File: src/rtl/instr_sequencer.sv
// instr_sequencer: feeds a cpu one instruction at a time from a local store.
//
// A run starts at pc=0. Each instruction is fetched, issued with a one-cycle
// load/start pulse, and retired once the cpu's waiting flag has dropped and
// risen again. The run ends on a HALT word, which is never issued, or after
// the last store entry. A wait that outlasts Timeout cycles latches err until
// reset.
//
// Ports
//   clk_i      rising-edge clock
//   rst_ni     synchronous active-low reset
//   wr_en_i    store write strobe, ignored while busy
//   wr_addr_i  store write address
//   wr_data_i  store write data
//   run_i      start a run at pc=0 (IDLE/DONE only)
//   waiting_i  cpu is idle in its wait state
//   instr_o    instruction to cpu, updated in FETCH
//   load_o     one-cycle pulse in ISSUE
//   start_o    one-cycle pulse in ISSUE
//   pc_o       index of current instruction
//   retired_o  instructions completed this run
//   busy_o     run in progress
//   done_o     run finished
//   err_o      handshake timeout (sticky)
module instr_sequencer #(
    parameter int unsigned    Depth     = 16,
    parameter logic [15:0]    HaltInstr = 16'hE000,
    parameter int unsigned    Timeout   = 15,
    localparam int unsigned   AW        = $clog2(Depth)
) (
    input  logic          clk_i,
    input  logic          rst_ni,
    input  logic          wr_en_i,
    input  logic [AW-1:0] wr_addr_i,
    input  logic [15:0]   wr_data_i,
    input  logic          run_i,
    input  logic          waiting_i,
    output logic [15:0]   instr_o,
    output logic          load_o,
    output logic          start_o,
    output logic [AW-1:0] pc_o,
    output logic [AW:0]   retired_o,
    output logic          busy_o,
    output logic          done_o,
    output logic          err_o
);

    localparam int unsigned TW = $clog2(Timeout + 1);
    localparam logic [TW-1:0] TimerLast = TW'(Timeout - 1);
    localparam logic [TW-1:0] TimerOne  = TW'(1);
    localparam logic [AW-1:0] PcLast    = AW'(Depth - 1);
    localparam logic [AW-1:0] PcOne     = AW'(1);
    localparam logic [AW:0]   RetOne    = (AW + 1)'(1);

    typedef enum logic [2:0] {
        StIdle,
        StFetch,
        StIssue,
        StWaitBusy,
        StWaitDone,
        StDone,
        StError
    } state_e;

    state_e        state_q;
    logic [15:0]   instr_q;
    logic          load_q;
    logic          start_q;
    logic [AW-1:0] pc_q;
    logic [AW:0]   retired_q;
    logic          err_q;
    logic [TW-1:0] timer_q;

    logic [15:0]   mem_q [Depth];
    logic [15:0]   rd_data;
    logic          busy;

    assign busy    = (state_q == StFetch)    || (state_q == StIssue) ||
                     (state_q == StWaitBusy) || (state_q == StWaitDone);
    assign rd_data = mem_q[pc_q];

    // Store has no reset; writes are dropped while a run is in flight.
    always_ff @(posedge clk_i) begin
        if (wr_en_i && !busy) begin
            mem_q[wr_addr_i] <= wr_data_i;
        end
    end

    // The timeout fires on the Timeout-th cycle spent in a wait state, so err
    // rises Timeout+1 cycles after ISSUE when the cpu never responds.
    always_ff @(posedge clk_i) begin
        if (!rst_ni) begin
            state_q   <= StIdle;
            instr_q   <= '0;
            load_q    <= 1'b0;
            start_q   <= 1'b0;
            pc_q      <= '0;
            retired_q <= '0;
            err_q     <= 1'b0;
            timer_q   <= '0;
        end else begin
            load_q  <= 1'b0;
            start_q <= 1'b0;
            unique case (state_q)
                StIdle, StDone: begin
                    if (run_i) begin
                        pc_q      <= '0;
                        retired_q <= '0;
                        state_q   <= StFetch;
                    end
                end
                StFetch: begin
                    instr_q <= rd_data;
                    if (rd_data == HaltInstr) begin
                        state_q <= StDone;
                    end else begin
                        // Registered pulse lines up with the ISSUE state.
                        load_q  <= 1'b1;
                        start_q <= 1'b1;
                        state_q <= StIssue;
                    end
                end
                StIssue: begin
                    timer_q <= '0;
                    state_q <= StWaitBusy;
                end
                StWaitBusy: begin
                    if (!waiting_i) begin
                        timer_q <= '0;
                        state_q <= StWaitDone;
                    end else if (timer_q == TimerLast) begin
                        err_q   <= 1'b1;
                        state_q <= StError;
                    end else begin
                        timer_q <= timer_q + TimerOne;
                    end
                end
                StWaitDone: begin
                    if (waiting_i) begin
                        retired_q <= retired_q + RetOne;
                        if (pc_q == PcLast) begin
                            state_q <= StDone;
                        end else begin
                            pc_q    <= pc_q + PcOne;
                            state_q <= StFetch;
                        end
                    end else if (timer_q == TimerLast) begin
                        err_q   <= 1'b1;
                        state_q <= StError;
                    end else begin
                        timer_q <= timer_q + TimerOne;
                    end
                end
                StError: begin
                    state_q <= StError;
                end
                default: begin
                    state_q <= StIdle;
                end
            endcase
        end
    end

    assign instr_o   = instr_q;
    assign load_o    = load_q;
    assign start_o   = start_q;
    assign pc_o      = pc_q;
    assign retired_o = retired_q;
    assign busy_o    = busy;
    assign done_o    = (state_q == StDone);
    assign err_o     = err_q;

endmodule
File: config.mk
export PLATFORM = sky130hd
export DESIGN_NAME = instr_sequencer
export DESIGN_NICKNAME = d
export VERILOG_FILES = /design/src/rtl/instr_sequencer.sv
export SDC_FILE = /design/constraint.sdc
export NUM_CORES = 1
export LEC_CHECK = 0
export CAP_MARGIN = 20
export CORE_UTILIZATION = 59
export DETAILED_ROUTE_END_ITERATION = 12
export PLACE_DENSITY = 0.76
export RECOVER_POWER = 25
export SLEW_MARGIN = 10
export SYNTH_ARGS = -nofsm -noshare
export SYNTH_HDL_FRONTEND = slang
export SYNTH_SLANG_ARGS = --single-unit
File: constraint.sdc
create_clock -name clk_i -period 3.54 [get_ports clk_i]
set_clock_uncertainty 0.1 [all_clocks]
set_input_delay 0.708 -clock clk_i [delete_from_list [all_inputs] [get_ports clk_i]]
set_output_delay 0.708 -clock clk_i [all_outputs]
set_load 0.03 [all_outputs]
## Yosys cells after proc, flatten, opt, wreduce, memory -nomap -nowiden

Memories as Yosys holds them, arrays and structs flattened. A register that Yosys moved wholly into a read port is not among the register bits.
Index checks and enable logic that the tools add are counted.

- Bits in registers: 34
- RAM bits: 256
- Input port bits: 25
- Output and inout bits: 30
- Memories: 1

- Add/subtract/negate cells: 3
- Equal/unequal tests: 14
- Muxes and demuxes: 27
- Reduce and logical (&&, ||, !) cells: 15

Memory list:

| memory | depth | bits a word | read ports | clocked after Yosys merged registers in | write ports | RTL line | RTL |
|---|---|---|---|---|---|---|---|
| mem_q | 16 | 16 | 1 | 1 | 1 | 74 | `logic [15:0] mem_q [Depth];` |

Operator list:

| kind | number |
|---|---|
| 2-to-1 mux 4 bit | 8 |
| 2-to-1 mux 3 bit | 6 |
| case mux 3 bit (6 select lines) | 1 |
| equality test 16 bit, second input constant | 1 |
| case mux 4 bit (3 select lines) | 1 |
| 2-to-1 mux 5 bit | 2 |
| inequality test 2 bit, second input constant | 5 |
| case mux 5 bit (2 select lines) | 1 |
| equality test 3 bit, second input constant | 3 |
| adder 4 x 1 -> 4 bit, second input constant | 2 |
| equality test 4 bit, second input constant | 2 |
| case mux 4 bit (2 select lines) | 1 |
| equality test 3 x 2 -> 1 bit, second input constant | 2 |
| 2-to-1 mux 1 bit | 6 |
| AND reduction 3 bit | 2 |
| adder 5 x 1 -> 5 bit, second input constant | 1 |
| AND reduction 2 bit | 2 |
| AND reduction 4 bit | 1 |
| nonzero test 2 bit | 2 |
| equality test 3 x 1 -> 1 bit, second input constant | 1 |
| logical NOT 3 bit | 1 |
| logical OR 1 bit | 3 |
| nonzero test 3 bit | 1 |
| case mux 1 bit (2 select lines) | 1 |
| 3 further kinds | 3 |

## Longest topological paths before layout

Gate-level depths: netlist (run 1).

- Word-level depth: 8
- Depth in mapped cells: 10
- Mapped depth without buffers: 8

## Worst setup path before layout (run 1)

Ideal clock, no wire load.

- Path type: register to register
- From: register state_q[2]
- To: memory mem_q[0][0] (enable)
- Arrival: 2,546 ps
- Data required time: 3,031 ps
- Slack: 484 ps
- Cell stages (with the launch flop): 6
- Buffers on the path: 1
- Cells stage by stage: dfxtp_1 > clkbuf_1 > xor2_1 > nand2_1 > or3_1 > nor3_1

- Longest elaborated chain between the ends: 8
- Elaborated cells between the ends (all ways): 11
- Classes of those cells: eq/ne: 4; mux: 2; reduce/logical: 5

Ends and longest elaborated chain:

| item | RTL line | RTL |
|---|---|---|
| start: declaration | 65 | `state_e state_q;` |
| start signal: assignment | 93 | `state_q <= StIdle;` |
| start signal: assignment | 109 | `state_q <= StFetch;` |
| start signal: assignment | 115 | `state_q <= StDone;` |
| equality test 3 x 1 -> 1 bit or equality test 3 x 2 -> 1 bit (tied branches) | 78 | `assign busy = (state_q == StFetch) \|\| (state_q == StIssue) \|\|` |
| logical OR 1 bit (2 in a row) | 78 |  |
| logical OR 1 bit * | 79 | `(state_q == StWaitBusy) \|\| (state_q == StWaitDone);` |
| logical NOT 1 bit * | 84 | `if (wr_en_i && !busy) begin` |
| logical AND 1 bit * | 84 |  |
| 2-to-1 mux 1 bit * | 84 |  |
| 2-to-1 mux 1 bit (implied by the code) * | 85 | `mem_q[wr_addr_i] <= wr_data_i;` |
| end: declaration | 74 |  |

Mark *: on every way between the ends. The rest lies on a longest branch, timed or not.

==> results.py, run 1 <==
metrics = {
    "clock_tree": {
        "holdBufCountCts": 0,
        "cts_tree": "done",
        "cts_max_path_buffers": 3,
        "cts_root_buf": "clkbuf_16",
        "htree_levels": 1,
        "insertion_delay_ns": 0.53,
        "cts_setup_buffers": 0,
        "cts_buffers": 29,
        "cts_repair_resize_count": 0,
        "clk_pin_slew_worst_paths_ns": 0.06,
        "cts.sinks": 294,
    },
    "critical_path": {
        "crit_path_max_fanout": 26,
        "required_ns": 3.83,
        "end_kind": "register",
        "r2r_slack_ns": 0.47,
        "worstRegToRegCells": 8,
        "arrival_ns": 3.35,
        "startpoint_type": "register",
        "crit_type": "reg2reg",
        "rr_endpoint": "state_q[1]",
    },
    "sta": {
        "final.setup.tns_ns": 0,
        "fmax_mhz": 326,
        "maxSlewHeadroom_pct": 37.8,
        "min_period_ns": 3.07,
        "rsz0062_at_grt": "no",
        "tightest_slew_ns": 0.932,
        "post-route-period-util_pct": 86.7,
        "setup_viol": 0,
        "hold_viol": 0,
        "report.final.slew_viol_count": 0,
    },
    "yosys": {
        "yosysWarnings": 0,
        "async_flop_share_pct": 0,
        "yosysTopAreaCell": "edfxtp_1",
        "syn_avg_cell_area_um2": 17.8,
        "ys.flop_type": "edfxtp_1",
        "synth_seq_cells": 294,
        "yosys.area.top_type_share_pct": 66.7,
        "synth_nets": 677,
        "syn_area_mm2": 0.0115,
        "syn_inst": 648,
        "synth_edf_count": 256,
        "synth.distinct_cells": 46,
        "synth_area_leaders": "edfxtp_1 (67%), mux4_2 (10%), dfxtp_1 (6.6%), mux2i_1 (2.4%), nand2_1 (1.3%)",
        "ys_seq_area_share_pct": 73.3,
    },
    "min_path": {
        "min_path_cells": 2,
        "whs_endpoint": "instr_o[14]",
        "hold_start": "instr_o[14]",
        "hold_class": "reg2reg",
    },
    "power_and_ir_drop": {
        "p_sw_w": 0.00153,
        "p_leak_nw": 4.32,
        "comb_power_share_pct": 6.9,
        "irDropWorstVdd_uv": 407,
        "p_per_area_mw_per_mm2": 531,
        "sequentialPowerShare_pct": 54.6,
        "sw_frac_of_total_pct": 21.5,
        "pwr-share-clk_pct": 38.5,
        "internal_power_w": 0.00557,
    },
    "cells_and_area": {
        "antenna_cells": 0,
        "num-nets-final": 762,
        "area_growth_syn_to_layout_pct": 16.0,
        "drive_above_1_share_pct": 19.7,
        "final_area_mm2": 0.0134,
        "nFillCells": 1162,
    },
    "placement": {
        "io_buffers": 54,
        "place_area_mm2": 0.0125,
        "gp_congestion": 0.866,
        "hpwl_mm": 15.3,
    },
    "global_route": {
        "grt_overflow": 0,
        "grt_pass1_wl_mm": 38.4,
        "grt_use_total_pct": 26.4,
        "antenna_found_initial": 0,
        "grt_pass1_vias": 6373,
        "grt_max_degree": 39,
    },
    "detailed_routing": {
        "drtIter0Drc": 752,
        "drc_errors": 0,
        "num_vias": 6399,
        "viasPerCell": 6.30,
        "drt_first_pass_iters": 4,
        "wl_per_cell_um": 24.8,
        "wirelength_mm": 25.2,
        "ant_nets": 0,
    },
    "die": {
        "ios": 55,
        "die_y_um": 142,
        "start_util_pct": 60.8,
        "dieArea_mm2": 0.0201,
        "fp.dieW_um": 142,
        "core_mm2": 0.0190,
        "core.rowCount": 50,
    },
    "flow_run": {
        "cap_violations": 0,
    },
    "status": {
        "status": "complete, no violations",
    },
}
==> per-stage QoR <==
stage	setup WS (ns)	util, %	hold WS, ns	total power, W	cells
2_1_floorplan	0.484	-	0.388	0.00426	648
4_1_cts	0.437	70.6	0.377	0.00714	1015
3_3_place_gp	0.488	66.1	0.357	0.00442	962
6_report	0.472	70.6	0.376	0.00710	1015
5_1_grt	0.253	70.6	0.401	0.00732	1015
3_5_place_dp	0.459	66.1	0.368	0.00444	962
==> state kept, by name, indices dropped and copies added (netlist names), named ones only <==
name and flops:
mem_q 256, instr_o 16, retired_o 5, pc_o 4, timer_q 4, state_q 3
err_o 1, start_o 1
==> critical path, cell delays in order, from the launching register on <==
cell      delay [ns]
dfxtp_4         0.70
buf_4           0.36
mux4_2          0.54
a22o_1          0.25
nor2_1          0.23
nand4_1         0.15
nor4_2          0.32
and3_1          0.21
a211oi_1        0.05
==> routing by layer <==
metal	wire length [um]	GRT usage, %	share of wire, %	up-vias
li1	-	-	-	2752
met1	9910	39.0	39	3197
met2	11600	40.7	46	389
met3	2970	4.05	12	61
met4	719	9.34	2.9	0
met5	0	0	0	-
==> kinds of logic (layout without fill, tap and decap cells) <==
group / count (synthesis) / count (layout) / synth area share, %
AO/OA/AOI/OAI: 86 / 86 / 5.28
XOR/XNOR: 9 / 9 / 0.684
adder cells (fa/ha/maj): 4 / 4 / 0.434
buffers and inverters: 39 / 146 / 1.88
flip-flops: 294 / 294 / 73.3
multiplexers: 83 / 83 / 13.0
AND/OR/NAND/NOR: 133 / 133 / 5.45
==> power by group through the flow <==
stage | registers [W] | logic, W | clock network, W
6_report | 0.00388 | 0.000491 | 0.00274
5_1_grt | 0.00388 | 0.000529 | 0.00290
4_1_cts | 0.00388 | 0.000494 | 0.00277
3_5_place_dp | 0.00395 | 0.000492 | 0
3_3_place_gp | 0.00394 | 0.000479 | 0
2_1_floorplan | 0.00396 | 0.000304 | 0
==> placed cells by master (no fill, tap or decap), drive strengths merged, types with 3 or more instances in the layout <==
master	instances
xor2	6
clkdlybuf4s50	44
a21boi	12
o211a	4
clkbuf	39
and2	7
nor2	37
buf	33
o21ai	17
a211oi	3
a31oi	5
xnor2	3
a22oi	15
nor2b	7
nand2b	7
a221oi	10
clkinv	13
edfxtp	256
dlygate4sd3	10
mux2i	28
mux4	53
nand4	7
inv	7
dfxtp	38
nand2	41
nor4	3
nand3	8
nor3	8
ha	4
and3	4
a21oi	10
a22o	4
==> cells in the mapped netlist (all sizes together), types with 7 or more instances <==
cell type  count
nand2b         7
a221oi        10
dfxtp         38
mux4          53
nand3          8
a22oi         15
a21oi         10
clkbuf        15
nor2b          7
nor2          37
a21boi        12
nand2         41
mux2i         28
and2           7
nor3           8
edfxtp       256
buf           18
nand4          7
o21ai         17
==> layout make-up <==
| cell class | count | area (um2) | share of cell area [%] |
|---|---|---|---|
| Sequential cell | 294 | 8450 | 63.2 |
| Clock buffer | 39 | 773 | 5.78 |
| Tap cell | 260 | 325 | 2.43 |
| Multi-Input combinational cell | 315 | 2910 | 21.8 |
| Inverter | 6 | 22.5 | 0.168 |
| Clock inverter | 14 | 76.3 | 0.571 |
| Timing Repair Buffer | 87 | 813 | 6.08 |
==> worst max path at each step <==
stage                        to  slack (ns)
detailed placement   state_q[1]        0.46
CTS                  state_q[1]        0.44
global route         state_q[1]        0.25
finish               state_q[1]        0.47
global placement     state_q[1]        0.49
floorplan           mem_q[0][0]        0.48
Power figures use the tool's default switching activity.
==> run 2, diff against run 1 <==
--- a/config.mk
+++ b/config.mk
@@ -7,7 +7,10 @@
 export LEC_CHECK = 0
 export CAP_MARGIN = 20
 export CORE_UTILIZATION = 59
+export CTS_CLUSTER_DIAMETER = 200
 export DETAILED_ROUTE_END_ITERATION = 12
+export GPL_ROUTABILITY_DRIVEN = 0
+export GPL_TIMING_DRIVEN = 0
 export PLACE_DENSITY = 0.76
 export RECOVER_POWER = 25
 export SLEW_MARGIN = 10
==> results.py, run 2 (synthesized netlist as in run 1, its figures left out) <==
metrics = {
    "critical_path": {
        "cp-startpoint": "state_q[0]",
        "crit_type": "reg2out",
        "crit_path_max_fanout": 10,
        "startpoint_type": "register",
        "required_ns": 2.73,
        "arrival_ns": 2.62,
        "slowest_delay_ns": 0.68,
        "cp_cell_sequence": "clkbuf_1 -> buf_1 -> nand2_1 -> nor2_1 -> clkdlybuf4s50_1",
        "slowest_stage": "clkdlybuf4s50_1",
        "end_kind": "primary output",
    },
    "sta": {
        "min_period_ns": 3.43,
        "tightest_slew_ns": 0.873,
        "hold_viol": 0,
        "fin_hold_ws_ns": 0.377,
        "maxSlewHeadroom_pct": 41.8,
        "rsz0062_at_grt": "no",
        "setup_viol": 0,
        "post-route-period-util_pct": 96.9,
        "fmax_mhz": 292,
        "report.final.slew_viol_count": 0,
    },
    "min_path": {
        "hold_class": "reg2reg",
        "hold_start": "instr_o[4]",
    },
    "placement": {
        "placedCellCount": 977,
        "io_buffers": 53,
        "hpwl_mm": 17.1,
    },
    "global_route": {
        "grt_use_total_pct": 27.7,
        "grt_overflow": 0,
        "antenna_found_initial": 0,
        "grt_max_degree": 17,
        "grt_pass1_wl_mm": 39.9,
        "grt_pass1_vias": 6583,
    },
    "cells_and_area": {
        "area_growth_syn_to_layout_pct": 18.2,
        "drive_above_1_share_pct": 17.9,
        "top_register": "mem_q",
        "largest_reg_flops": 256,
        "final_common_cell": "edfxtp_1",
        "final_util_pct": 71.9,
        "most-common-layout-cells": "edfxtp_1 (256), mux4_2 (53), clkdlybuf4s50_1 (43)",
        "num-nets-final": 778,
        "layout.cells.non_filler": 1030,
        "nFillCells": 1111,
    },
    "detailed_routing": {
        "ant_nets": 0,
        "drtIter0Drc": 922,
        "wirelength_mm": 26.7,
        "drt_first_pass_iters": 5,
        "wl_per_cell_um": 25.9,
        "viasPerCell": 6.34,
        "drc_errors": 0,
        "num_vias": 6527,
    },
    "clock_tree": {
        "holdBufCountCts": 0,
        "htree_levels": 1,
        "cts_tree": "done",
        "clk_pin_slew_worst_paths_ns": 0.06,
        "cts_max_path_buffers": 3,
        "insertion_delay_ns": 0.54,
        "cts.sinks": 294,
        "cts_setup_buffers": 0,
        "cts_root_buf": "clkbuf_16",
        "cts_buffers": 30,
    },
    "power_and_ir_drop": {
        "p_per_area_mw_per_mm2": 534,
        "finalPower_w": 0.00728,
        "p_leak_nw": 4.36,
        "irDropWorstVdd_uv": 329,
    },
    "die": {
        "start_util_pct": 60.8,
        "core.rowCount": 50,
        "dieArea_mm2": 0.0201,
        "ios": 55,
        "fp.dieW_um": 142,
        "core_mm2": 0.0190,
        "die_y_um": 142,
    },
    "flow_run": {
        "cap_violations": 0,
    },
    "status": {
        "status": "complete, no violations",
    },
}
[run 2: cell count changes in the layout (fill, tap and decap cells not counted), moves of 5 or more]
cell / change
buf_8: +5
clkinv_2: -7
clkbuf_1: +17
buf_4: -30
buf_1: +7
buf_6: +15
[run 2: per-stage QoR]
| step | instance area, um2 | setup TNS [ns] | worst slack, ns |
|---|---|---|---|
| 2_1_floorplan | 11500 | 0 | 0.484 |
| 3_3_place_gp | 12400 | -80.86 | -1.03 |
| 3_5_place_dp | 12700 | 0 | 0.257 |
| 4_1_cts | 13600 | 0 | 0.119 |
| 5_1_grt | 13600 | 0 | 0.0116 |
| 6_report | 13600 | 0 | 0.110 |
[run 2: where the power goes]
group	switching, W	internal [W]	total [W]
combinational	0.000320	0.000236	0.000556
sequential	0.0000255	0.00383	0.00385
clock	0.00119	0.00168	0.00287
total	0.00154	0.00574	0.00728
[run 2: repair_timing]
action | in CTS | in global routing
hold endpoints to repair | 0 | 0
endpoints found under the setup margin | 0 | 3
gates resized for setup | 0 | 3
[run 2: path summary, 6_finish.rpt]
kind / end / slack [ns] / depth (start not counted)
hold reg to reg: instr_o[4] / 0.38 / 2
hold / removal: instr_o[4] / 0.38 / 2
setup / recovery: done_o / 0.11 / 5
setup reg to reg: state_q[1] / 0.25 / 9
[run 2: metal layers]
| layer | vias to the layer above | share of wire (%) | GRT usage, % |
|---|---|---|---|
| met4 | 0 | 3.1 | 9.79 |
| met2 | 347 | 49 | 45.4 |
| li1 | 2794 | - | - |
| met5 | - | 0 | 0 |
| met3 | 64 | 7.9 | 4.69 |
| met1 | 3322 | 40 | 38.0 |
[run 2: critical path, delay by kind of cell (launching register included)]
kind	cells	cell delay [ns]
buf+inv	3	1.47
simple gates	2	0.26
flops	1	0.34
[run 2: layout make-up]
class                           count  area, um2  share of cell area (%)
Antenna cell                        1       2.50                  0.0184
Buffer                             33        200                    1.47
Clock buffer                       47        876                    6.43
Clock inverter                      5       22.5                   0.165
Inverter                            6       22.5                   0.165
Multi-Input combinational cell    315       2940                    21.6
Sequential cell                   294       8450                    62.0
Tap cell                          260        325                    2.39
Timing Repair Buffer               69        791                    5.80
==> run 3, diff against run 2 <==
--- a/config.mk
+++ b/config.mk
@@ -7,7 +7,8 @@
 export LEC_CHECK = 0
 export CAP_MARGIN = 20
 export CORE_UTILIZATION = 59
-export CTS_CLUSTER_DIAMETER = 200
+export CTS_BUF_LIST = sky130_fd_sc_hd__clkbuf_16
+export CTS_CLUSTER_DIAMETER = 60
 export DETAILED_ROUTE_END_ITERATION = 12
 export GPL_ROUTABILITY_DRIVEN = 0
 export GPL_TIMING_DRIVEN = 0
==> results.py, run 3 (synthesized netlist as in run 1, its figures left out) <==
metrics = {
    "detailed_routing": {
        "wl_met3_mm": 2.34,
        "viasPerCell": 6.39,
        "ant_nets": 0,
        "drtIter0Drc": 841,
        "wl_met2_mm": 13.2,
        "num_vias": 6578,
        "top_layer_used": "met4",
        "met1_length_mm": 10.4,
        "drc_errors": 0,
        "wl_per_cell_um": 25.9,
        "drt_first_pass_iters": 7,
        "wirelength_mm": 26.7,
    },
    "min_path": {
        "min_path_cells": 2,
        "whs_endpoint": "instr_o[4]",
        "hold_start": "instr_o[4]",
        "hold_class": "reg2reg",
    },
    "global_route": {
        "grt_pass1_wl_mm": 40.0,
        "antenna_found_initial": 0,
        "grt_max_degree": 17,
        "grt_overflow": 0,
        "grt_use_total_pct": 27.7,
        "grt_pass1_vias": 6600,
    },
    "die": {
        "die_y_um": 142,
        "dieArea_mm2": 0.0201,
        "core.rowCount": 50,
        "start_util_pct": 60.8,
        "fp.dieW_um": 142,
        "core_mm2": 0.0190,
        "ios": 55,
    },
    "cells_and_area": {
        "antenna_cells": 0,
        "drive_above_1_share_pct": 17.4,
        "top_register": "mem_q",
        "largest_reg_flops": 256,
        "most-common-layout-cells": "edfxtp_1 (256), mux4_2 (53), clkdlybuf4s50_1 (43)",
        "area_growth_syn_to_layout_pct": 17.8,
        "final_util_pct": 71.7,
        "final_common_cell": "edfxtp_1",
        "num-nets-final": 778,
    },
    "power_and_ir_drop": {
        "p_leak_nw": 4.39,
        "p_per_area_mw_per_mm2": 526,
        "irDropWorstVdd_uv": 324,
    },
    "clock_tree": {
        "cts_root_buf": "clkbuf_16",
        "holdBufCountCts": 0,
        "clk_pin_slew_worst_paths_ns": 0.06,
        "cts.sinks": 294,
        "cts_tree": "done",
        "insertion_delay_ns": 0.53,
        "htree_levels": 1,
        "cts_buffers": 30,
        "cts_max_path_buffers": 3,
    },
    "status": {
        "status": "complete, no violations",
    },
    "critical_path": {
        "end_kind": "primary output",
        "rr_endpoint": "state_q[1]",
        "startpoint_type": "register",
        "cp-startpoint": "state_q[0]",
        "r2r_slack_ns": 0.24,
        "worstRegToRegCells": 9,
        "crit_path_max_fanout": 10,
        "required_ns": 2.73,
        "crit_type": "reg2out",
        "arrival_ns": 2.62,
    },
    "placement": {
        "io_buffers": 53,
        "hpwl_mm": 17.1,
    },
    "sta": {
        "tightest_slew_ns": 0.854,
        "min_period_ns": 3.43,
        "hold_viol": 0,
        "maxSlewHeadroom_pct": 43.1,
        "setup_viol": 0,
        "fin_hold_ws_ns": 0.379,
        "report.final.slew_viol_count": 0,
        "post-route-period-util_pct": 96.8,
        "rsz0062_at_grt": "no",
        "fmax_mhz": 292,
    },
    "flow_run": {
        "cap_violations": 0,
    },
}
-- run 3: cell types whose count changed in the layout (fill, tap and decap cells not counted), sizes merged --
cell | previous run | this run
clkbuf | 61 | 45
inv | 6 | 18
clkinv | 4 | 8
diode | 1 | 0
-- run 3: critical path, cell delays in order (launching register included) --
cell and delay (ns):
dfxtp_1 0.34, clkbuf_1 0.39, buf_1 0.40, nand2_1 0.12, nor2_1 0.14, clkdlybuf4s50_1 0.68
-- run 3: timing repair --
item	4_1_cts	5_1_grt
endpoints found under the setup margin	0	3
buffers inserted	0	0
gates resized for setup	0	3
-- run 3: metal layers --
| metal | up-vias | global-route usage, % |
|---|---|---|
| met5 | - | 0 |
| met4 | 0 | 9.79 |
| met3 | 60 | 4.49 |
| met2 | 389 | 45.5 |
| met1 | 3337 | 38.1 |
| li1 | 2792 | - |
-- run 3: where the power goes --
part | internal (W) | switching, W
registers | 0.00383 | 0.0000255
logic | 0.000236 | 0.000320
clock network | 0.00155 | 0.00118
-- run 3: how the worst max path moves through the flow --
stage / to / slack, ns / cells past startpoint
finish: done_o / 0.11 / 5
global route: done_o / 0.02 / 5
CTS: done_o / 0.13 / 5
detailed placement: state_q[1] / 0.26 / 8
floorplan: mem_q[0][0] / 0.48 / 5
global placement: mem_q[0][14] / -1.03 / 4
-- run 3: final cells by class --
cell class / count / area, um2
Timing Repair Buffer: 69 / 791
Clock inverter: 21 / 82.6
Fill cell: 1118 / 5370
Sequential cell: 294 / 8450
Tap cell: 260 / 325
Multi-Input combinational cell: 315 / 2940
Buffer: 33 / 200
Clock buffer: 31 / 776
Inverter: 6 / 22.5
-- run 3: per-stage QoR --
stage	power, W	std cells	setup slack, ns	instance area (um2)	TNS [ns]
2_1_floorplan	0.00426	648	0.484	11500	0
3_3_place_gp	0.00444	961	-1.03	12400	-80.86
3_5_place_dp	0.00448	977	0.257	12700	0
4_1_cts	0.00716	1029	0.127	13600	0
5_1_grt	0.00734	1029	0.0159	13600	0
6_report	0.00715	1029	0.115	13600	0
